===== config.mk =====
export PLATFORM = sky130hd
export DESIGN_NAME = regfile_scoreboard_flat
export DESIGN_NICKNAME = d
export VERILOG_FILES = /design/src/rtl/regfile_scoreboard_if.sv /design/src/rtl/regfile_scoreboard.sv /design/src/flat_wrapper.sv
export SDC_FILE = /design/constraint.sdc
export NUM_CORES = 2
export LEC_CHECK = 0
export ABC_CLOCK_PERIOD_IN_PS = 7450
export CAP_MARGIN = 15
export CORE_UTILIZATION = 40
export CTS_BUF_LIST = sky130_fd_sc_hd__clkbuf_4
export DETAILED_ROUTE_END_ITERATION = 16
export HOLD_SLACK_MARGIN = 0.02
export PLACE_DENSITY = 0.56
export SYNTH_ARGS = -nofsm -noshare
export SYNTH_HDL_FRONTEND = slang
export SYNTH_SLANG_ARGS = --single-unit

===== constraint.sdc =====
create_clock -name clk -period 7.45 [get_ports clk]
set_input_delay 0.745 -clock clk [delete_from_list [all_inputs] [get_ports clk]]
set_output_delay 0.745 -clock clk [all_outputs]
set_load 0.005 [all_outputs]

===== src/rtl/regfile_scoreboard_if.sv =====
// regfile_scoreboard_if: register file / scoreboard bus bundle.
//   master drives read addresses, writeback and issue requests, flush.
//   slave returns read data, busy flags, iss_ready, pend_total and wb_err.
interface regfile_scoreboard_if #(
   parameter int DATA_W = 32,
   parameter int ADDR_W = 5,
   parameter int PEND_W = 2
);
   logic [ADDR_W-1:0]        ra, rb, rw, iss_rd;
   logic [DATA_W-1:0]        bus_a, bus_b, bus_w;
   logic                     busy_a, busy_b, we, iss_valid, iss_ready, flush, wb_err;
   logic [ADDR_W+PEND_W-1:0] pend_total;
   modport master (
      output ra, rb, we, rw, bus_w, iss_valid, iss_rd, flush,
      input  bus_a, bus_b, busy_a, busy_b, iss_ready, pend_total, wb_err
   );
   modport slave (
      input  ra, rb, we, rw, bus_w, iss_valid, iss_rd, flush,
      output bus_a, bus_b, busy_a, busy_b, iss_ready, pend_total, wb_err
   );
endinterface


===== src/rtl/regfile_scoreboard.sv =====
// regfile_scoreboard: 2R/1W register file with per-register pending-write scoreboard.
//   clk, reset : clock and synchronous active-high reset
//   rf (slave) : read ports ra/rb -> bus_a/bus_b + busy_a/busy_b, writeback we/rw/bus_w,
//                issue iss_valid/iss_rd -> iss_ready, flush, pend_total, sticky wb_err
module regfile_scoreboard #(
   parameter int DATA_W   = 32,
   parameter int ADDR_W   = 5,
   parameter int BYPASS   = 1,
   parameter int ZERO_REG = 1,
   parameter int PEND_W   = 2
) (
   input  logic                 clk,
   input  logic                 reset,
   regfile_scoreboard_if.slave  rf
);
   localparam int              DEPTH = 2**ADDR_W;
   localparam bit              BP    = BYPASS != 0;
   localparam bit              ZR    = ZERO_REG != 0;
   localparam logic [PEND_W-1:0] PMAX = '1;
   logic [DATA_W-1:0] rf_q [DEPTH];
   logic [DATA_W-1:0] rf_d [DEPTH];
   logic [PEND_W-1:0] pend_q [DEPTH];
   logic [PEND_W-1:0] pend_d [DEPTH];
   logic              wb_err_q, wb_err_d;
   logic              z_w, wb_hit, iss_cnt;
   logic [ADDR_W+PEND_W-1:0] total;
   // z_w: writeback targets the hardwired zero register and is ignored entirely
   assign z_w     = ZR && rf.rw == '0;
   assign wb_hit  = rf.we && pend_q[rf.rw] != '0 && !z_w;
   // issues to a hardwired r0 are accepted but never tracked
   assign iss_cnt = rf.iss_ready && !(ZR && rf.iss_rd == '0);
   assign rf.bus_a = (ZR && rf.ra == '0) ? '0 :
                     (BP && rf.we && !z_w && rf.rw == rf.ra) ? rf.bus_w : rf_q[rf.ra];
   assign rf.bus_b = (ZR && rf.rb == '0) ? '0 :
                     (BP && rf.we && !z_w && rf.rw == rf.rb) ? rf.bus_w : rf_q[rf.rb];
   // with bypass, the retire happening this cycle already counts as done
   assign rf.busy_a = !(ZR && rf.ra == '0) &&
                      pend_q[rf.ra] != PEND_W'(BP && wb_hit && rf.rw == rf.ra);
   assign rf.busy_b = !(ZR && rf.rb == '0) &&
                      pend_q[rf.rb] != PEND_W'(BP && wb_hit && rf.rw == rf.rb);
   // a saturated counter can still take an issue when a retire frees a slot this cycle
   assign rf.iss_ready = rf.iss_valid && !rf.flush &&
                         ((ZR && rf.iss_rd == '0) || pend_q[rf.iss_rd] != PMAX ||
                          (wb_hit && rf.rw == rf.iss_rd));
   assign rf.pend_total = total;
   assign rf.wb_err     = wb_err_q;
   always_comb begin
      rf_d     = rf_q;
      pend_d   = pend_q;
      total    = '0;
      wb_err_d = wb_err_q | (rf.we && !rf.flush && pend_q[rf.rw] == '0 && !z_w);
      if (rf.we && !z_w) rf_d[rf.rw] = rf.bus_w;
      for (int r = 0; r < DEPTH; r++) begin
         pend_d[r] = rf.flush ? '0 :
                     pend_q[r] + PEND_W'(iss_cnt && rf.iss_rd == ADDR_W'(r))
                               - PEND_W'(wb_hit && rf.rw == ADDR_W'(r));
         total     = total + (ADDR_W+PEND_W)'(pend_q[r]);
      end
   end
   always_ff @(posedge clk) begin
      if (reset) begin
         rf_q     <= '{default: '0};
         pend_q   <= '{default: '0};
         wb_err_q <= 1'b0;
      end else begin
         rf_q     <= rf_d;
         pend_q   <= pend_d;
         wb_err_q <= wb_err_d;
      end
   end
endmodule


===== src/flat_wrapper.sv =====
// flat-port wrapper written by rule: the top's interface ports become plain ports
module regfile_scoreboard_flat 
#(
   parameter int DATA_W   = 32,
   parameter int ADDR_W   = 5,
   parameter int BYPASS   = 1,
   parameter int ZERO_REG = 1,
   parameter int PEND_W   = 2
)
  (clk, reset, rf_ra, rf_rb, rf_we, rf_rw, rf_bus_w, rf_iss_valid, rf_iss_rd, rf_flush, rf_bus_a, rf_bus_b, rf_busy_a, rf_busy_b, rf_iss_ready, rf_pend_total, rf_wb_err);
  regfile_scoreboard_if #(.DATA_W(DATA_W), .ADDR_W(ADDR_W), .PEND_W(PEND_W)) rf_i ();
  input  logic clk;
  input  logic reset;
  input wire logic [$bits(rf_i.ra)-1:0] rf_ra;
  input wire logic [$bits(rf_i.rb)-1:0] rf_rb;
  input wire logic [$bits(rf_i.we)-1:0] rf_we;
  input wire logic [$bits(rf_i.rw)-1:0] rf_rw;
  input wire logic [$bits(rf_i.bus_w)-1:0] rf_bus_w;
  input wire logic [$bits(rf_i.iss_valid)-1:0] rf_iss_valid;
  input wire logic [$bits(rf_i.iss_rd)-1:0] rf_iss_rd;
  input wire logic [$bits(rf_i.flush)-1:0] rf_flush;
  output wire logic [$bits(rf_i.bus_a)-1:0] rf_bus_a;
  output wire logic [$bits(rf_i.bus_b)-1:0] rf_bus_b;
  output wire logic [$bits(rf_i.busy_a)-1:0] rf_busy_a;
  output wire logic [$bits(rf_i.busy_b)-1:0] rf_busy_b;
  output wire logic [$bits(rf_i.iss_ready)-1:0] rf_iss_ready;
  output wire logic [$bits(rf_i.pend_total)-1:0] rf_pend_total;
  output wire logic [$bits(rf_i.wb_err)-1:0] rf_wb_err;
  assign rf_i.ra = rf_ra;
  assign rf_i.rb = rf_rb;
  assign rf_i.we = rf_we;
  assign rf_i.rw = rf_rw;
  assign rf_i.bus_w = rf_bus_w;
  assign rf_i.iss_valid = rf_iss_valid;
  assign rf_i.iss_rd = rf_iss_rd;
  assign rf_i.flush = rf_flush;
  assign rf_bus_a = rf_i.bus_a;
  assign rf_bus_b = rf_i.bus_b;
  assign rf_busy_a = rf_i.busy_a;
  assign rf_busy_b = rf_i.busy_b;
  assign rf_iss_ready = rf_i.iss_ready;
  assign rf_pend_total = rf_i.pend_total;
  assign rf_wb_err = rf_i.wb_err;
  regfile_scoreboard #(.DATA_W(DATA_W), .ADDR_W(ADDR_W), .BYPASS(BYPASS), .ZERO_REG(ZERO_REG), .PEND_W(PEND_W)) u_core (.clk(clk), .reset(reset), .rf(rf_i));
endmodule

Word-level counts from Yosys, hierarchy flattened
Index checks and enable logic that the tools add are counted.
{"block": "word_totals", "inputBits": 57, "register_bits": 1089, "output_inout_bits": 75}
{"block": "classes", "addsub": 95, "eq_ne": 68, "muxes": 25, "reduce_logical": 95, "magnitude_cmp": 5, "bitwise": 5}
{"op": "bitwise mux 1024 bit", "count": 1}
{"op": "binary-select mux 32 bit (select 5 bit)", "count": 2}
{"op": "2-to-1 mux 32 bit", "count": 9}
{"op": "adder 7 x 2 -> 7 bit", "count": 30}
{"op": "demux 32 bit (select 5 bit)", "count": 1}
{"op": "== test 5 bit, second input constant", "count": 32}
{"op": "logical AND 1 bit", "count": 81}
{"op": "== test 5 x 4 -> 1 bit, second input constant", "count": 16}
{"op": "adder 2 x 1 -> 2 bit", "count": 32}
{"op": "subtractor 2 x 1 -> 2 bit", "count": 32}
{"op": "binary-select mux 2 bit (select 5 bit)", "count": 4}
{"op": "== test 5 x 3 -> 1 bit, second input constant", "count": 8}
{"op": ">= comparator 6 bit, second input constant", "count": 4}
{"op": "inverter 5 -> 6 bit", "count": 4}
{"op": "== test 5 x 2 -> 1 bit, second input constant", "count": 4}
{"op": "logical NOT 5 bit", "count": 4}
{"op": "2-to-1 mux 2 bit", "count": 8}
{"op": "== test 5 bit", "count": 3}
{"op": "== test 5 x 1 -> 1 bit, second input constant", "count": 2}
{"op": "less-than comparator 6 x 1 -> 1 bit, second input constant", "count": 1}
{"op": "logical NOT 1 bit", "count": 5}
{"op": "!= test 2 x 1 -> 1 bit", "count": 2}
{"op": "adder 2 x 2 -> 3 bit", "count": 1}
{"op": "logical NOT 2 bit", "count": 1}
{"op": "5 further kinds", "count": 6}

Longest topological paths before layout
{"block": "logic_depth", "ltp_word": 31, "depth_mapped": 20, "depth_no_buf": 20}

Worst setup path after synthesis
No wires, ideal clock.
{"block": "synth_path", "kind": "register to output", "start": "register u_core.pend_q[60] (netlist name)", "end": "output port rf_pend_total[5]", "t_arrival_ps": 5313, "path_buffers": 0, "t_required_ps": 6705, "slack_ps": 1392, "stages_incl_launch_ff": 19, "path_cell_list": "dfxtp_1 ha_1 fa_1 inv_1 fa_1 fa_1 fa_1 fa_1 fa_1 fa_1 fa_1 inv_1 ha_1 inv_1 fa_1 inv_1 a21o_1 a21oi_1 xnor2_1"}
{"block": "synth_between", "elab_chain_cells": 31}
{"item": "from (decl)", "line": "regfile_scoreboard.sv:22", "rtl": "logic [PEND_W-1:0] pend_q [DEPTH];"}
{"item": "from (signal assigned)", "line": "regfile_scoreboard.sv:67", "rtl": "pend_q <= pend_d;"}
{"item": "adder 2 x 2 -> 3 bit", "line": "regfile_scoreboard.sv:57", "rtl": "total = total + (ADDR_W+PEND_W)'(pend_q[r]);"}
{"item": "adder 7 x 2 -> 7 bit (30 in a row)", "line": "regfile_scoreboard.sv:57"}
{"item": "to (decl)", "line": "flat_wrapper.sv:27", "rtl": "output wire logic [$bits(rf_i.pend_total)-1:0] rf_pend_total;"}
No other way between the ends.

Final worst setup path
{"block": "layout_path", "start": "register u_core.pend_q[60] (netlist name)", "end": "output port rf_pend_total[6]"}
The elaborated chain is that of the path after synthesis.

==> impl_results.md <==
* Synth top area cells: dfxtp_1, mux4_2, nand2_1, a21oi_1, clkbuf_1
* Largest net degree at the start of global routing at 232
* Peak Freq at between 100 and 150 MHz
* M1 WL at 98.5 mm
* Syn avg cell area at between 8 and 9 um^2
* Switch Pwr at between 3 and 4 mW
* Grt ovf at 0
* Share of cells above drive strength 1 at approximately a fifth
* Count of cell types in the netlist at between 60 and 70
* Area share of the largest cell type after synthesis at between 30% and 40%
* Hold slack at between 0.2 and 0.3 ns
* Synthesized cell area at about 60000 um^2
* Area leader, netlist: dfxtp_1
* Vias/cell at 6.17
* Status: finished with violations
* Area of the multi-input gates at around 35000 um^2
* Initial antenna violation count at 9
* Worst skew pair latency at around 1.3 ns
* Hold WC Path Type: primary input to flip-flop
* Clk root buf: clkbuf_4
* Wire per inst at between 20 and 30 um
* Part of the Yosys area used for sequential elements at about 36%
* Detail Route Antenna Nets at 0
* Port Buffers at between 100 and 150
* Hpwl dp at around 140 mm
* Clock skew at 0.0405 ns
* Setup WS post-layout at -0.0649 ns
* Critical path peak fanout at 2
* Met2 WL at roughly 110 mm
* Critical path required time at ~6.7 ns
* EDFF count, synth at 0
* DR WL met3 at approximately 33 mm
* Number of I/O pins at 132
* Ys async rst share at 0%
* YS warnings at 0
* GR Util All Layers at about a third
* Internal power at slightly above 9 mW
* Global-route wire length before repair at around 360 mm
* Max rail drop VDD at about 120 uV
* Pre-antenna DRT Iters at 6
* Relative slew margins at 10.4%
* Max Slew Vio Count at 0
* Ys flop type: dfxtp_1
* Min cycle time layout at 7.51 ns
* Site row count at approximately 140
* Final Setup Violations at 2
* Starting Density at between 40% and 50%
* Switch share at between 20% and 30%
* Layout area overhead at 10.5%
* Dpl ws at between 0.6 and 0.7 ns
* # fillers at ~14000
* Die W at 389 um
* Die Ht at 389 um
* Top Layer Used: met5
* Gate power share at a little under a tenth
* Final Cycle Share at 101%
* DRC viols at 0
* Clock sinks at ~1100
* Final hold viol count at 0
* CTS clk-pin slew, worst paths at 0.07 ns
* DR vias at around 54000
* Top-count cell post-synth: nand2_1
* Yosys reg bits at approximately 1100
* FF/Latch Area at 21800 um^2
* Nets@finish at between 6000 and 7000
* Synth cell count leaders: nand2_1, dfxtp_1, a21oi_1, mux4_2, clkbuf_1
* CP startpoint kind: flip-flop
* Leakage power at between 20 and 25 nW
* Start-to-end type of the worst setup path: flip-flop to output port
* Vias in the first global route at roughly 51000
* Arrival time at the worst endpoint at between 6 and 7 ns
* Max cap viols at 0
* Post-Route WL at 254 mm
* Die footprint at 152000 um^2
* Initial drt markers at about 8000
* Crit end category: output port
* Core area at 148000 um^2
* CTS tree: done
* RSZ-0062 raised after global routing: yes
* PwrDens at 190 nW/um^2
* Max clock buf depth at 4
* Failing checks: negative setup slack
* Worst slew pin tran at 1.34 ns
* Sequential share of power at ~47%
* Syn Inst Count at roughly 6700
* H-tree depth at 5
* Placer congestion estimate at slightly above 0.9
* CTS buffer count at ~310
* Clk pwr share at a little over two fifths
## flip-flops by register name, indices dropped and copies added, names as in the netlist
name / flops
u_core.pend_q: 64
u_core.rf.wb_err: 1
u_core.rf_q: 1024
## power by group through the flow
stage,clock (mW),combinational [mW],sequential [mW]
after floorplan,0,0.744,6.01
after global placement,0,1.18,6.02
after detailed placement,0,1.18,6.02
after CTS,5.55,1.18,5.89
after global routing,5.87,1.25,5.89
final,5.49,1.21,5.89
## routing by layer
| metal | vias to the layer above | global-route usage (%) |
|---|---|---|
| met3 | 769 | 9.66 |
| met4 | 12 | 16.3 |
| li1 | 23126 | - |
| met2 | 3836 | 47.9 |
| met5 | - | 0.0638 |
| met1 | 26629 | 43.7 |
## cell type report
| class | count | area share (%) |
|---|---|---|
| clock inverters | 60 | 0.473 |
| repair buffers | 304 | 4.17 |
| multi-input cells | 4764 | 52.8 |
| well taps | 2002 | 3.78 |
| diodes | 8 | 0.0302 |
| flip-flops and latches | 1089 | 32.9 |
| clock buffers | 446 | 5.05 |
| inverters | 141 | 0.798 |
## worst paths after layout
kind                           from                end  slack, ns  cells after the start
setup / recovery  u_core.pend_q[60]   rf_pend_total[6]      -0.06                     20
hold / removal         rf_bus_w[11]   u_core.rf_q[523]       0.29                      4
setup reg to reg  u_core.pend_q[62]  u_core.pend_q[11]       3.40                     14
hold reg to reg    u_core.rf_q[812]   u_core.rf_q[812]       0.46                      2
## through the flow
step	cells	TNS (ns)	utilization, %	power, mW	instance area [um^2]
floorplan	6674	0	-	6.76	60100
global placement	8292	0	42.2	7.20	62600
detailed placement	8293	0	42.2	7.20	62600
CTS	8806	-0.427	44.7	12.6	66300
global route	8813	-0.816	44.7	13.0	66300
finish	8814	-0.112	44.7	12.6	66300
## cells in the final DEF (no fill, tap or decap), types with 23 or more instances in the layout
cell | Yosys | final
nand2_1 | 2116 | 2084
dfxtp_1 | 1089 | 1087
a21oi_1 | 1088 | 1086
mux4_2 | 580 | 580
clkbuf_4 | 2 | 446
buf_4 | 67 | 160
mux2i_1 | 154 | 154
nor2_1 | 168 | 136
inv_1 | 141 | 136
clkdlybuf4s50_1 | 0 | 113
a211oi_1 | 83 | 83
ha_1 | 77 | 75
nor2b_1 | 59 | 58
fa_1 | 59 | 57
xnor2_1 | 48 | 48
clkinv_1 | 0 | 46
xor2_1 | 37 | 37
and2_1 | 34 | 34
nand2_2 | 0 | 32
nor2_4 | 0 | 32
mux2_2 | 27 | 27
nand2b_1 | 27 | 27
o211ai_1 | 23 | 23
o22ai_1 | 23 | 23
## worst max-delay path, cell delays in order (launching register included)
cell,delay [ns]
dfxtp_4,0.35
ha_4,0.15
fa_1,0.48
inv_2,0.04
fa_1,0.44
fa_1,0.37
inv_1,0.07
fa_1,0.43
fa_1,0.54
fa_1,0.43
fa_1,0.48
inv_1,0.05
fa_1,0.49
inv_1,0.05
ha_1,0.27
a21o_1,0.20
a21oi_2,0.14
nor2b_1,0.06
o21ai_1,0.11
nand2b_1,0.06
dlygate4sd2_1,0.26
## repair_timing
action	in CTS	in global routing
gates resized for setup	25	8
endpoints found under the setup margin	5	5
hold buffers	3	0
gates cloned	0	0
hold endpoints to repair	155	0
buffers inserted	4	0
pin swaps	5	2
## logic make-up (layout without fill, tap and decap cells)
logic type | Yosys count | count (layout) | share of synthesized area (%)
simple gates | 2479 | 2479 | 16.3
compound gates | 1301 | 1301 | 11.8
flops | 1089 | 1089 | 36.3
buf+inv | 821 | 951 | 5.97
mux | 761 | 761 | 24.8
fa+ha+maj | 136 | 136 | 3.57
xor+xnor | 85 | 85 | 1.24
other cells | 1 | 10 | 0.00625
(Power assumes the default switching activity.)
